File: src/rtl/riscv_mdu.sv
// RV32M multiply/divide unit: single-cycle multiplier and a restoring radix-2
// divider, both sequenced by a four-state IDLE/MUL/DIV/DONE controller.
module riscv_mdu #(
    parameter int WIDTH  = 32,
    parameter int EN_DIV = 1
) (
    input  logic             clk,
    input  logic             rst_n,
    input  logic             enable_i,
    input  logic [2:0]       op_i,
    input  logic [WIDTH-1:0] operand_a_i,
    input  logic [WIDTH-1:0] operand_b_i,
    input  logic             kill_i,
    output logic             ready_o,
    output logic             valid_o,
    output logic [WIDTH-1:0] result_o
);
    localparam int CW = $clog2(WIDTH);

    typedef enum logic [1:0] {
        S_IDLE = 2'd0,
        S_MUL  = 2'd1,
        S_DIV  = 2'd2,
        S_DONE = 2'd3
    } state_t;

    state_t             r_state;
    state_t             w_next;
    logic [2:0]         r_op;
    logic [WIDTH-1:0]   r_a;
    logic [WIDTH-1:0]   r_b;
    logic [WIDTH-1:0]   r_result;
    logic               w_accept;
    logic               w_fast;
    logic               w_div_start;
    logic               w_div_last;
    logic [WIDTH-1:0]   w_fast_res;
    logic [WIDTH-1:0]   w_div_res;
    logic [2*WIDTH-1:0] w_a_ext;
    logic [2*WIDTH-1:0] w_b_ext;
    logic [2*WIDTH-1:0] w_prod;

    // Divide-by-zero and disabled-divider ops share the one-cycle MUL path.
    assign w_accept    = (r_state == S_IDLE) && enable_i && !kill_i;
    assign w_fast      = !op_i[2] || (EN_DIV == 0) || (operand_b_i == {WIDTH{1'b0}});
    assign w_div_start = w_accept && !w_fast;

    assign w_a_ext = {{WIDTH{((r_op == 3'b001) || (r_op == 3'b010)) && r_a[WIDTH-1]}}, r_a};
    assign w_b_ext = {{WIDTH{(r_op == 3'b001) && r_b[WIDTH-1]}}, r_b};
    assign w_prod  = w_a_ext * w_b_ext;

    // Controller state register.
    always_ff @(posedge clk or negedge rst_n) begin
        if (!rst_n) begin
            r_state <= S_IDLE;
        end else begin
            r_state <= w_next;
        end
    end

    // Next-state logic; kill_i wins over everything, including a new request.
    always_comb begin
        w_next = r_state;
        case (r_state)
            S_IDLE: begin
                if (w_accept) begin
                    w_next = w_fast ? S_MUL : S_DIV;
                end else begin
                    w_next = S_IDLE;
                end
            end
            S_MUL: begin
                if (kill_i) begin
                    w_next = S_IDLE;
                end else begin
                    w_next = S_DONE;
                end
            end
            S_DIV: begin
                if (kill_i) begin
                    w_next = S_IDLE;
                end else if (w_div_last) begin
                    w_next = S_DONE;
                end else begin
                    w_next = S_DIV;
                end
            end
            S_DONE:  w_next = S_IDLE;
            default: w_next = S_IDLE;
        endcase
    end

    // Request capture.
    always_ff @(posedge clk or negedge rst_n) begin
        if (!rst_n) begin
            r_op <= 3'b000;
            r_a  <= {WIDTH{1'b0}};
            r_b  <= {WIDTH{1'b0}};
        end else if (w_accept) begin
            r_op <= op_i;
            r_a  <= operand_a_i;
            r_b  <= operand_b_i;
        end
    end

    // One-cycle result: product half, or the fixed divide-by-zero answers.
    always_comb begin
        w_fast_res = {WIDTH{1'b0}};
        if (!r_op[2]) begin
            if (r_op[1:0] == 2'b00) begin
                w_fast_res = w_prod[WIDTH-1:0];
            end else begin
                w_fast_res = w_prod[2*WIDTH-1:WIDTH];
            end
        end else if (EN_DIV == 0) begin
            w_fast_res = {WIDTH{1'b0}};
        end else if (r_op[1]) begin
            w_fast_res = r_a;
        end else begin
            w_fast_res = {WIDTH{1'b1}};
        end
    end

    // Result register; holds across idle and killed operations.
    always_ff @(posedge clk or negedge rst_n) begin
        if (!rst_n) begin
            r_result <= {WIDTH{1'b0}};
        end else if ((r_state == S_MUL) && !kill_i) begin
            r_result <= w_fast_res;
        end else if ((r_state == S_DIV) && !kill_i && w_div_last) begin
            r_result <= w_div_res;
        end
    end

    generate
        if (EN_DIV != 0) begin : g_div
            logic [CW-1:0]    r_cnt;
            logic             r_last;
            logic             r_neg_q;
            logic             r_neg_r;
            logic [WIDTH-1:0] r_quo;
            logic [WIDTH-1:0] r_rem;
            logic [WIDTH-1:0] r_dvs;
            logic             w_a_neg;
            logic             w_b_neg;
            logic [WIDTH-1:0] w_a_mag;
            logic [WIDTH-1:0] w_b_mag;
            logic [WIDTH:0]   w_sh;
            logic [WIDTH:0]   w_diff;

            assign w_a_neg = !op_i[0] && operand_a_i[WIDTH-1];
            assign w_b_neg = !op_i[0] && operand_b_i[WIDTH-1];
            assign w_a_mag = w_a_neg ? ({WIDTH{1'b0}} - operand_a_i) : operand_a_i;
            assign w_b_mag = w_b_neg ? ({WIDTH{1'b0}} - operand_b_i) : operand_b_i;
            assign w_sh    = {r_rem, r_quo[WIDTH-1]};
            assign w_diff  = w_sh - {1'b0, r_dvs};

            // Iterations run while r_last is clear; the edge after the last one applies signs.
            always_ff @(posedge clk or negedge rst_n) begin
                if (!rst_n) begin
                    r_cnt   <= {CW{1'b0}};
                    r_last  <= 1'b0;
                    r_neg_q <= 1'b0;
                    r_neg_r <= 1'b0;
                    r_quo   <= {WIDTH{1'b0}};
                    r_rem   <= {WIDTH{1'b0}};
                    r_dvs   <= {WIDTH{1'b0}};
                end else if (w_div_start) begin
                    r_cnt   <= CW'(WIDTH - 1);
                    r_last  <= 1'b0;
                    r_neg_q <= w_a_neg ^ w_b_neg;
                    r_neg_r <= w_a_neg;
                    r_quo   <= w_a_mag;
                    r_rem   <= {WIDTH{1'b0}};
                    r_dvs   <= w_b_mag;
                end else if (r_state == S_DIV) begin
                    r_cnt <= r_cnt - CW'(1);
                    if (!r_last) begin
                        if (!w_diff[WIDTH]) begin
                            r_rem <= w_diff[WIDTH-1:0];
                            r_quo <= {r_quo[WIDTH-2:0], 1'b1};
                        end else begin
                            r_rem <= w_sh[WIDTH-1:0];
                            r_quo <= {r_quo[WIDTH-2:0], 1'b0};
                        end
                        r_last <= (r_cnt == {CW{1'b0}});
                    end
                end
            end

            assign w_div_last = r_last;
            assign w_div_res  = r_op[1] ? (r_neg_r ? ({WIDTH{1'b0}} - r_rem) : r_rem)
                                        : (r_neg_q ? ({WIDTH{1'b0}} - r_quo) : r_quo);
        end else begin : g_no_div
            assign w_div_last = 1'b0;
            assign w_div_res  = {WIDTH{1'b0}};
        end
    endgenerate

    assign ready_o  = (r_state == S_IDLE);
    assign valid_o  = (r_state == S_DONE);
    assign result_o = r_result;

endmodule

File: config.mk
export PLATFORM = sky130hd
export DESIGN_NAME = riscv_mdu
export DESIGN_NICKNAME = d
export VERILOG_FILES = /design/src/rtl/riscv_mdu.sv
export SDC_FILE = /design/constraint.sdc
export NUM_CORES = 2
export LEC_CHECK = 0
export CAP_MARGIN = 20
export CORE_UTILIZATION = 51
export DETAILED_ROUTE_END_ITERATION = 7
export HOLD_SLACK_MARGIN = 0.1
export PLACE_DENSITY = 0.67
export SLEW_MARGIN = 15
export SYNTH_ARGS = -nofsm -noshare
export SYNTH_HDL_FRONTEND = slang
export SYNTH_SLANG_ARGS = --single-unit
export TNS_END_PERCENT = 5
File: constraint.sdc
create_clock -name clk -period 12.3 [get_ports clk]
set_clock_uncertainty 0.15 [all_clocks]
set_input_delay 1.845 -clock clk [delete_from_list [all_inputs] [get_ports clk]]
set_output_delay 1.845 -clock clk [all_outputs]
set_load 0.1 [all_outputs]
==> impl_metrics.py <==
metrics = {
    "clock_tree": {
        "tritoncts_clock_tree": "built",
        "tritoncts_buffer_count": 22,
        "cts_num_sinks": 205,
        "clock_tree.buffer_depth": 3,
        "cts-root-buf": "sky130_fd_sc_hd__clkbuf_16",
        "cts_max_level": 1,
        "post_cts.resized_instances": 0,
        "clock_insertion_delay_worst_skew_ps": 540,
        "postCtsSetupRepairBufs": 0,
        "post_cts_hold_buffer_count": 0,
        "clkTransAtPathRegs_ps": 70,
    },
    "logic_synthesis": {
        "netlist_instances": 5777,
        "number_of_flops_mapped_to_enable_cells_by_yosys": 0,
        "ys.warnings.count": 0,
        "synth_async_sr_flop_share_pct": 100,
        "synthesis.nets": 7224,
        "ys_seq_elements": 205,
        "ys_types": 82,
        "synth_flop_cell": "sky130_fd_sc_hd__dfrtp_1",
        "synth.yosys.seq_area_share_pct": 9.96,
        "synth_area_um2": 51500,
        "postSynthAreaPerCell_um2": 8.92,
    },
    "global_route": {
        "grt_first_pass_wirelength_um": 241000,
        "global_route.usage.total_pct": 30.7,
        "grt_max_degree": 103,
        "grt.overflow.total": 0,
        "grt_pass1_vias": 40800,
        "grt_antenna_before_repair": 7,
    },
    "drt": {
        "drt-wirelength-per-cell_um": 21.8,
        "vias": 39500,
        "firstDrtPassIters": 6,
        "drt-initial-drc-count": 2926,
        "remaining_drc_errors": 0,
        "detail_route_antenna_nets": 0,
        "detail_route.vias_per_cell": 5.66,
        "wl_um": 152000,
    },
    "final_layout": {
        "num-nets-final": 7096,
        "layout.cells.most_common_list": "sky130_fd_sc_hd__inv_1, sky130_fd_sc_hd__fa_1, sky130_fd_sc_hd__nand2_1",
        "instances_no_fill": 6967,
        "mostFrequentLayoutCell": "sky130_fd_sc_hd__inv_1",
        "flow.area_growth_from_synthesis_pct": 5.63,
        "drive_above_1_share_pct": 4.36,
    },
    "placement": {
        "post-dp-hpwl_um": 120000,
        "gp_congestion": 0.992,
        "buffer_ports.inserted": 104,
        "placement.setup.worst_slack_ps": 1940,
        "dp.cells": 6921,
    },
    "setup_path": {
        "worstPathMaxFanout": 16,
        "timing.critical_path.buf_inv": 7,
        "critical-path-top-cell-by-count": "sky130_fd_sc_hd__fa_1",
        "critical_path.slowest_cell": "sky130_fd_sc_hd__fa_1",
        "r2r_setup_slack_ps": 1870,
        "worstPathRequired_ps": 12550,
        "slowest_delay_ps": 760,
        "endpoint_kind": "register",
        "crit_arrival_ps": 10680,
        "timing.setup.critical_path_class": "register to register",
        "cp_top_family": "adder cells",
        "worst_setup_path_start_kind": "register",
    },
    "timing": {
        "worst-slew-pin-transition_ps": 1100,
        "setup_viol": 0,
        "unrepaired_setup_endpoints_after_global_routing": "no",
        "max_slew_margin_pct": 26.4,
        "final_period_minus_worst_setup_slack_ps": 10430,
        "fmaxAchievable_ghz": 0.0959,
        "hold_viol": 0,
        "layout_worst_path_cycle_share_pct": 84.8,
        "final_setup_margin_ps": 1870,
        "hold-worst-slack_ps": 345,
        "timing.setup.tns_ps": 0,
        "slew_violations": 0,
    },
    "run_status": {
        "run_status": "complete, no violations",
    },
    "floorplanning": {
        "die_w_um": 320,
        "floorplan.die.height_um": 320,
        "io_pins": 105,
        "initial_cell_density_of_the_core_pct": 51.4,
        "placement_rows": 116,
        "design.core.area_um2": 100000,
        "die-area_um2": 102000,
    },
    "hold_path": {
        "hold_path_class": "register to register",
    },
    "flow_run": {
        "max_cap_violations": 0,
    },
}
[worst register-to-register path, delay by kind of cell (launching register included)]
kind / cells / cell delay (ps)
mux: 1 / 140
fa+ha+maj: 9 / 4910
flops: 1 / 550
simple gates: 6 / 1820
buf+inv: 7 / 1550
compound gates: 5 / 1170
[final cells by class]
| class | instances | area (um^2) |
|---|---|---|
| multi-input combinational | 3991 | 40400 |
| timing repair buffer | 193 | 1750 |
| inverter | 1236 | 4640 |
| tap | 1298 | 1620 |
| fill | 9176 | 45700 |
| clock buffer | 25 | 593 |
| antenna | 4 | 10.0 |
| sequential | 205 | 5140 |
| clock inverter | 15 | 210 |
[sequential cells by signal, indices dropped and copies added, names as in the netlist]
signal         flops
g_div.r_neg_r      1
g_div.r_neg_q      1
result_o          32
g_div.r_rem       32
g_div.r_quo       32
g_div.r_last       1
r_b               32
g_div.r_cnt        5
r_op               3
r_a               32
g_div.r_dvs       32
r_state            2
[metal layers]
layer	track usage [%]	wire [um]	vias up
met4	10.3	6430	0
li1	-	-	17200
met3	3.53	10600	279
met5	0	0	-
met2	50.7	72200	1488
met1	42.1	62500	20500
[through the flow]
step / util (%) / cell area [um^2]
CTS: 54.3 / 54400
detailed placement: 53.5 / 53500
floorplan: - / 51500
global placement: 53.5 / 53500
global route: 54.3 / 54400
finish: 54.3 / 54400
[logic make-up after synthesis]
kind of cell               synth area share, %
AOI/OAI and AO/OA                         8.20
xor gates and xnor gates                  3.64
adders and majority gates                 49.8
buffers and inverters                     11.6
DFF                                       9.96
muxes                                     2.07
and+or+nand+nor                           14.7
[Yosys cell counts (all sizes together), types with 23 or more instances]
master / count / share of area (%)
nand2: 904 / 6.6
mux2i: 37 / 0.72
buf: 23 / 0.21
a21o: 47 / 0.69
xnor2: 121 / 2.1
clkbuf: 322 / 2.4
nor2: 177 / 1.3
inv: 1234 / 9.0
xor2: 93 / 1.6
nand3: 57 / 0.55
mux2: 62 / 1.4
and2: 321 / 3.9
a21oi: 197 / 1.9
dfrtp: 205 / 10
ha: 250 / 6.1
or3: 25 / 0.32
fa: 1126 / 44
o21ai: 172 / 1.7
o31ai: 32 / 0.48
a221o: 36 / 0.70
nor3: 31 / 0.31
[final timing paths]
path | from | end | cells after the start
hold reg to reg | g_div.r_dvs[16] | g_div.r_dvs[16] | 2
setup / recovery | r_op[2] | result_o[29] | 28
min in group asynchronous | rst_n | g_div.r_cnt[4] | 1
hold / removal | g_div.r_dvs[16] | g_div.r_dvs[16] | 2
max in group asynchronous | rst_n | r_b[20] | 2
setup reg to reg | r_op[2] | result_o[29] | 28
Power is left out: the tool's default activity adds up to more than one toggle a clock period on the data nets, which glitch-free logic cannot reach.
